**src/rtl/imem_loader.sv**
```systemverilog
// Instruction-memory loader: takes a length-prefixed, XOR-checksummed byte stream and
// writes little-endian words to imem from address 0. The core stays in reset until the image is verified.
//
// state   | meaning
// IDLE    | after reset, waiting for start
// LEN_LO  | waiting for the low byte of the word count
// LEN_HI  | waiting for the high byte; range-checks the count
// DATA    | collecting payload bytes into the current word
// WRITE   | one-cycle imem write of the assembled word
// CHECK   | waiting for the checksum byte
// DONE    | image verified, core released
// ERR     | load aborted, core held in reset
module imem_loader #(
  parameter int ADDR_W = 10
) (
  input  logic              clk,
  input  logic              reset_n,
  input  logic              start,
  input  logic [7:0]        byte_in,
  input  logic              byte_valid,
  output logic              byte_ready,
  output logic              imem_we,
  output logic [ADDR_W-1:0] imem_waddr,
  output logic [31:0]       imem_wdata,
  output logic              cpu_reset_n,
  output logic              busy,
  output logic              done,
  output logic              error
);

  typedef enum logic [2:0] {
    S_IDLE, S_LEN_LO, S_LEN_HI, S_DATA, S_WRITE, S_CHECK, S_DONE, S_ERR
  } state_t;

  // Wide enough to hold both the 16-bit length and the ADDR_W+1 word counter.
  localparam int CW = ADDR_W + 17;

  state_t          state;
  logic [1:0]      byte_cnt;
  logic [ADDR_W:0] word_cnt;
  logic [15:0]     len;
  logic [7:0]      csum;
  logic [31:0]     shreg;
  logic [31:0]     shreg_next;
  logic [15:0]     len_next;
  logic [ADDR_W:0] word_inc;
  logic            accept;

  assign accept   = byte_valid && byte_ready;
  assign len_next = {byte_in, len[7:0]};
  assign word_inc = word_cnt + 1'b1;

  always_comb begin
    shreg_next = shreg;
    shreg_next[{byte_cnt, 3'b000} +: 8] = byte_in;
  end

  always_ff @(posedge clk or negedge reset_n) begin
    if (!reset_n) begin
      state       <= S_IDLE;
      byte_cnt    <= '0;
      word_cnt    <= '0;
      len         <= '0;
      csum        <= '0;
      shreg       <= '0;
      byte_ready  <= 1'b0;
      imem_we     <= 1'b0;
      imem_waddr  <= '0;
      imem_wdata  <= '0;
      cpu_reset_n <= 1'b0;
      busy        <= 1'b0;
      done        <= 1'b0;
      error       <= 1'b0;
    end else begin
      imem_we <= 1'b0;
      case (state)
        S_IDLE, S_DONE, S_ERR: begin
          if (start) begin
            state       <= S_LEN_LO;
            byte_ready  <= 1'b1;
            busy        <= 1'b1;
            done        <= 1'b0;
            error       <= 1'b0;
            cpu_reset_n <= 1'b0;
            word_cnt    <= '0;
            byte_cnt    <= '0;
            csum        <= '0;
          end
        end
        S_LEN_LO: begin
          if (accept) begin
            len[7:0] <= byte_in;
            state    <= S_LEN_HI;
          end
        end
        S_LEN_HI: begin
          if (accept) begin
            len <= len_next;
            if (CW'(len_next) > (CW'(1) << ADDR_W)) begin
              state      <= S_ERR;
              byte_ready <= 1'b0;
              busy       <= 1'b0;
              error      <= 1'b1;
            end else if (len_next == 16'd0) begin
              state <= S_CHECK;
            end else begin
              state <= S_DATA;
            end
          end
        end
        S_DATA: begin
          if (accept) begin
            shreg    <= shreg_next;
            csum     <= csum ^ byte_in;
            byte_cnt <= byte_cnt + 2'd1;
            if (byte_cnt == 2'd3) begin
              state      <= S_WRITE;
              byte_ready <= 1'b0;
              imem_we    <= 1'b1;
              imem_waddr <= word_cnt[ADDR_W-1:0];
              imem_wdata <= shreg_next;
            end
          end
        end
        S_WRITE: begin
          word_cnt   <= word_inc;
          byte_ready <= 1'b1;
          state      <= (CW'(word_inc) == CW'(len)) ? S_CHECK : S_DATA;
        end
        S_CHECK: begin
          if (accept) begin
            byte_ready <= 1'b0;
            busy       <= 1'b0;
            if (byte_in == csum) begin
              state       <= S_DONE;
              done        <= 1'b1;
              cpu_reset_n <= 1'b1;
            end else begin
              state <= S_ERR;
              error <= 1'b1;
            end
          end
        end
        default: state <= S_IDLE;
      endcase
    end
  end

endmodule

```
**config.mk**
```make
export PLATFORM = sky130hd
export DESIGN_NAME = imem_loader
export DESIGN_NICKNAME = d
export VERILOG_FILES = /design/src/rtl/imem_loader.sv
export SDC_FILE = /design/constraint.sdc
export NUM_CORES = 1
export LEC_CHECK = 0
export BUFFER_PORTS_ARGS = -buffer_cell sky130_fd_sc_hd__buf_4
export CORE_MARGIN = 8
export CORE_UTILIZATION = 53
export DETAILED_ROUTE_END_ITERATION = 10
export GPL_ROUTABILITY_DRIVEN = 0
export HOLD_SLACK_MARGIN = 0.08
export PLACE_DENSITY = 0.86
export SLEW_MARGIN = 20
export SYNTH_ARGS = -nofsm -noshare
export SYNTH_HDL_FRONTEND = slang
export SYNTH_SLANG_ARGS = --single-unit
```
**constraint.sdc**
```tcl
create_clock -name clk -period 1.9 [get_ports clk]
set_input_delay 0.38 -clock clk [delete_from_list [all_inputs] [get_ports clk]]
set_output_delay 0.38 -clock clk [all_outputs]
set_load 0.03 [all_outputs]
```
==> flow_metrics.env <==
export IMPL_status="finished with violations"
export IMPL_violations="setup timing"
export IMPL_yosysTopAreaCell="dfrtp_1"
export IMPL_yosys_top_cells_count="119 x dfrtp_1, 73 x o21ai_0, 68 x nand2_1, 45 x a21oi_1, 38 x nor2b_1"
export IMPL_clk_pin_slew_ns=0.06
export IMPL_grt_setup_unrepaired="true"
export IMPL_drc=0
export IMPL_ys_ff_latch=119
export IMPL_endpoint="state[2]"
export IMPL_synth_edf_count=0
export IMPL_row_count=38
export IMPL_place_area_mm2=0.00663
export IMPL_synth_area_mm2=0.00589
export IMPL_period_needed_ns=1.99
export IMPL_grt_max_degree=120
export IMPL_stdcell_count=812
export IMPL_r2r_end="state[2]"
export IMPL_synth_top_area_share_pct=50.6
export IMPL_power_frac_seq_pct=35.5
export IMPL_fmax_mhz=501
export IMPL_wirelength_mm=16.1
export IMPL_hp_class="in -> reg"
export IMPL_synth_area_top_cells="dfrtp_1 51%, o21ai_0 6.2%, a22o_1 5.2%"
export IMPL_syn_nets=600
export IMPL_dp_hpwl_mm=9.95
export IMPL_dieArea_mm2=0.0147
export IMPL_synth_seq_area_share_pct=50.6
export IMPL_port_buffers=59
export IMPL_final_area_mm2=0.00735
export IMPL_cp_start_kind="flop"
export IMPL_peakVddDrop_uv=614
export IMPL_setup_viol=2
export IMPL_wl_per_cell_um=19.8
export IMPL_coreArea_mm2=0.0108
export IMPL_crit_fanout=3
export IMPL_critical_path_arrival_ns=2.41
export IMPL_ff2ff_setup_slack_ns=-0.09
export IMPL_die_x_um=121
export IMPL_netlist_instances=581
export IMPL_clk_insertion_delay_late_ns=0.53
export IMPL_tritoncts="built"
export IMPL_drive_gt1_share_pct=27.5
export IMPL_fin_skew_ns=0.00953
export IMPL_initial_utilization_pct=54.3
export IMPL_yosysMostFrequentCell="dfrtp_1"
export IMPL_antenna_found_initial=0
export IMPL_cts_sinks=119
export IMPL_io_pins=60
export IMPL_power_density_mw_per_mm2=1320
export IMPL_async_flop_share_pct=100
export IMPL_vias_per_cell=6.24
export IMPL_hold_viol=0
export IMPL_setup_slack_ns=-0.0950
export IMPL_power_total_mw=9.69
export IMPL_maxSlewHeadroom_pct=54.7
export IMPL_syn_avg_cell_area_um2=10.1
export IMPL_synthDistinctLibCells=55
export IMPL_slew_viol_final=0
export IMPL_dr_pass1_iters=8
export IMPL_yosys_warnings=0
export IMPL_dp_cells=778
export IMPL_vias=5063
export IMPL_grt_pass1_wl_mm=25.8
export IMPL_setup_worst_path_start="len[0]"
export IMPL_grt_overflow_total=0
export IMPL_pwr_share_clk_pct=33.3
export IMPL_h_tree_depth=4
export IMPL_fillers=734
export IMPL_period_share_pct=105
export IMPL_cts_root_buffer="clkbuf_8"
export IMPL_area_growth_pct=24.8
export IMPL_combPwrFrac_pct=31.2
export IMPL_criticalPathCategory="reg -> reg"
export IMPL_drv_cap=0
export IMPL_ant_nets=0
export IMPL_tightest_slew_ns=0.679
export IMPL_ys_flop_type="dfrtp_1"
export IMPL_pre_cts_ws_ns=-0.169
export IMPL_sw_frac_of_total_pct=33.3
export IMPL_die_y_um=121
export IMPL_holdWs_ns=0.165
export IMPL_switchingPower_mw=3.23
export IMPL_fin_nets=679
export IMPL_drtIter0Drc=546
export IMPL_endpoint_kind="flop"
export IMPL_r2r_start="len[0]"
export IMPL_required_ns=2.32
export IMPL_clockBufferDepth=2
export IMPL_grt_total_usage_pct=22.1
export IMPL_intPower_mw=6.46
export IMPL_n_antenna_cell=0
export IMPL_grt_pass1_vias=4987
export IMPL_cts_buffers=17
export IMPL_r2r_cells=6
export IMPL_leakage_nw=3.47
==> kinds of logic (layout without fill, tap and decap cells) <==
| family | count (synthesis) | in the layout | share of synthesized area (%) |
|---|---|---|---|
| flip-flops | 119 | 119 | 50.6 |
| buffers and inverters | 49 | 140 | 4.36 |
| AO/OA/AOI/OAI | 182 | 182 | 19.1 |
| AND/OR/NAND/NOR | 174 | 174 | 15.7 |
| adder cells (fa/ha/maj) | 7 | 7 | 1.49 |
| XOR/XNOR | 24 | 24 | 3.83 |
| multiplexers | 26 | 26 | 4.97 |
==> final cells by class <==
type | count | area, µm² | share of cell area [%]
flip-flops and latches | 119 | 2980 | 40.6
multi-input cells | 413 | 2760 | 37.6
repair buffers | 100 | 795 | 10.8
clock buffers | 23 | 477 | 6.49
well taps | 140 | 175 | 2.38
clock inverters | 8 | 120 | 1.64
inverters | 9 | 36.3 | 0.494
==> sequential cells by signal, indices dropped and copies added, names as in the netlist, 2 cells and up <==
name and flops:
byte_cnt 2, shreg 32, word_cnt 11, state 3
imem_wdata 32, csum 8, len 16, imem_waddr 10
==> through the flow <==
stage / TNS [ns] / util (%)
final: -0.109 / 67.8
after global placement: -0.00933 / 61.1
after global routing: -0.152 / 67.8
after floorplan: 0 / -
after CTS: -0.0282 / 67.1
after detailed placement: -0.247 / 61.1
==> critical path, cell delays in order, from the launching register on <==
cell and delay (ns):
dfrtp_1 0.44, nor4_4 0.31, nand3_1 0.20, xnor2_1 0.17, o311ai_0 0.38, o21ai_0 0.19, a21o_1 0.18
==> metal layers <==
metal  GRT usage, %  wire (µm)  part of all wire (%)
met1           27.0       6220                    39
met2           36.2       8070                    50
met3           4.42       1240                   7.7
met4           12.0        569                   3.5
met5              0          0                     0
==> what timing repair did <==
item                                    4_1_cts  5_1_grt
endpoints found under the setup margin       12       53
hold buffers                                  1        0
gates resized for setup                       9       18
buffers inserted                              1        1
pin swaps                                     0        2
hold endpoints to repair                    119        0
==> power by group through the flow <==
| stage | Combinational [mW] | Clock [mW] | Sequential [mW] |
|---|---|---|---|
| floorplan | 1.88 | 0 | 3.40 |
| global placement | 2.66 | 0 | 3.39 |
| detailed placement | 2.78 | 0 | 3.42 |
| CTS | 2.87 | 3.24 | 3.39 |
| global route | 3.26 | 3.34 | 3.49 |
| finish | 3.02 | 3.23 | 3.44 |
==> cells in the final DEF (no fill, tap or decap), types with 3 or more instances in the layout <==
master / count
dfrtp_1: 116
buf_4: 95
o21ai_0: 70
nand2_1: 66
a21oi_1: 43
nor2b_1: 38
a22o_1: 35
mux2_2: 26
nor2_1: 23
clkbuf_16: 16
xor2_1: 15
inv_1: 8
xnor2_1: 8
nand3_1: 6
a31oi_1: 6
nor3_1: 5
clkbuf_8: 5
nor4_1: 4
and3_2: 3
and3_1: 3
o21ai_1: 3
nand4_1: 3
nor3_4: 3
a21o_1: 3
o31ai_1: 3
ha_2: 3
ha_1: 3
dfrtp_2: 3
bufinv_16: 3
clkinv_2: 3
buf_12: 3
==> worst min-delay path by stage <==
stage	start	end	depth (start not counted)	slack, ns
after global routing	byte_in[6]	len[14]	2	0.19
after CTS	byte_in[6]	csum[6]	3	0.15
after floorplan	reset_n	busy	0	0.08
after global placement	imem_wdata[26]	imem_wdata[26]	2	0.46
after detailed placement	imem_wdata[4]	imem_wdata[4]	2	0.47
final	byte_in[6]	csum[6]	3	0.17
(Power assumes the default switching activity.)
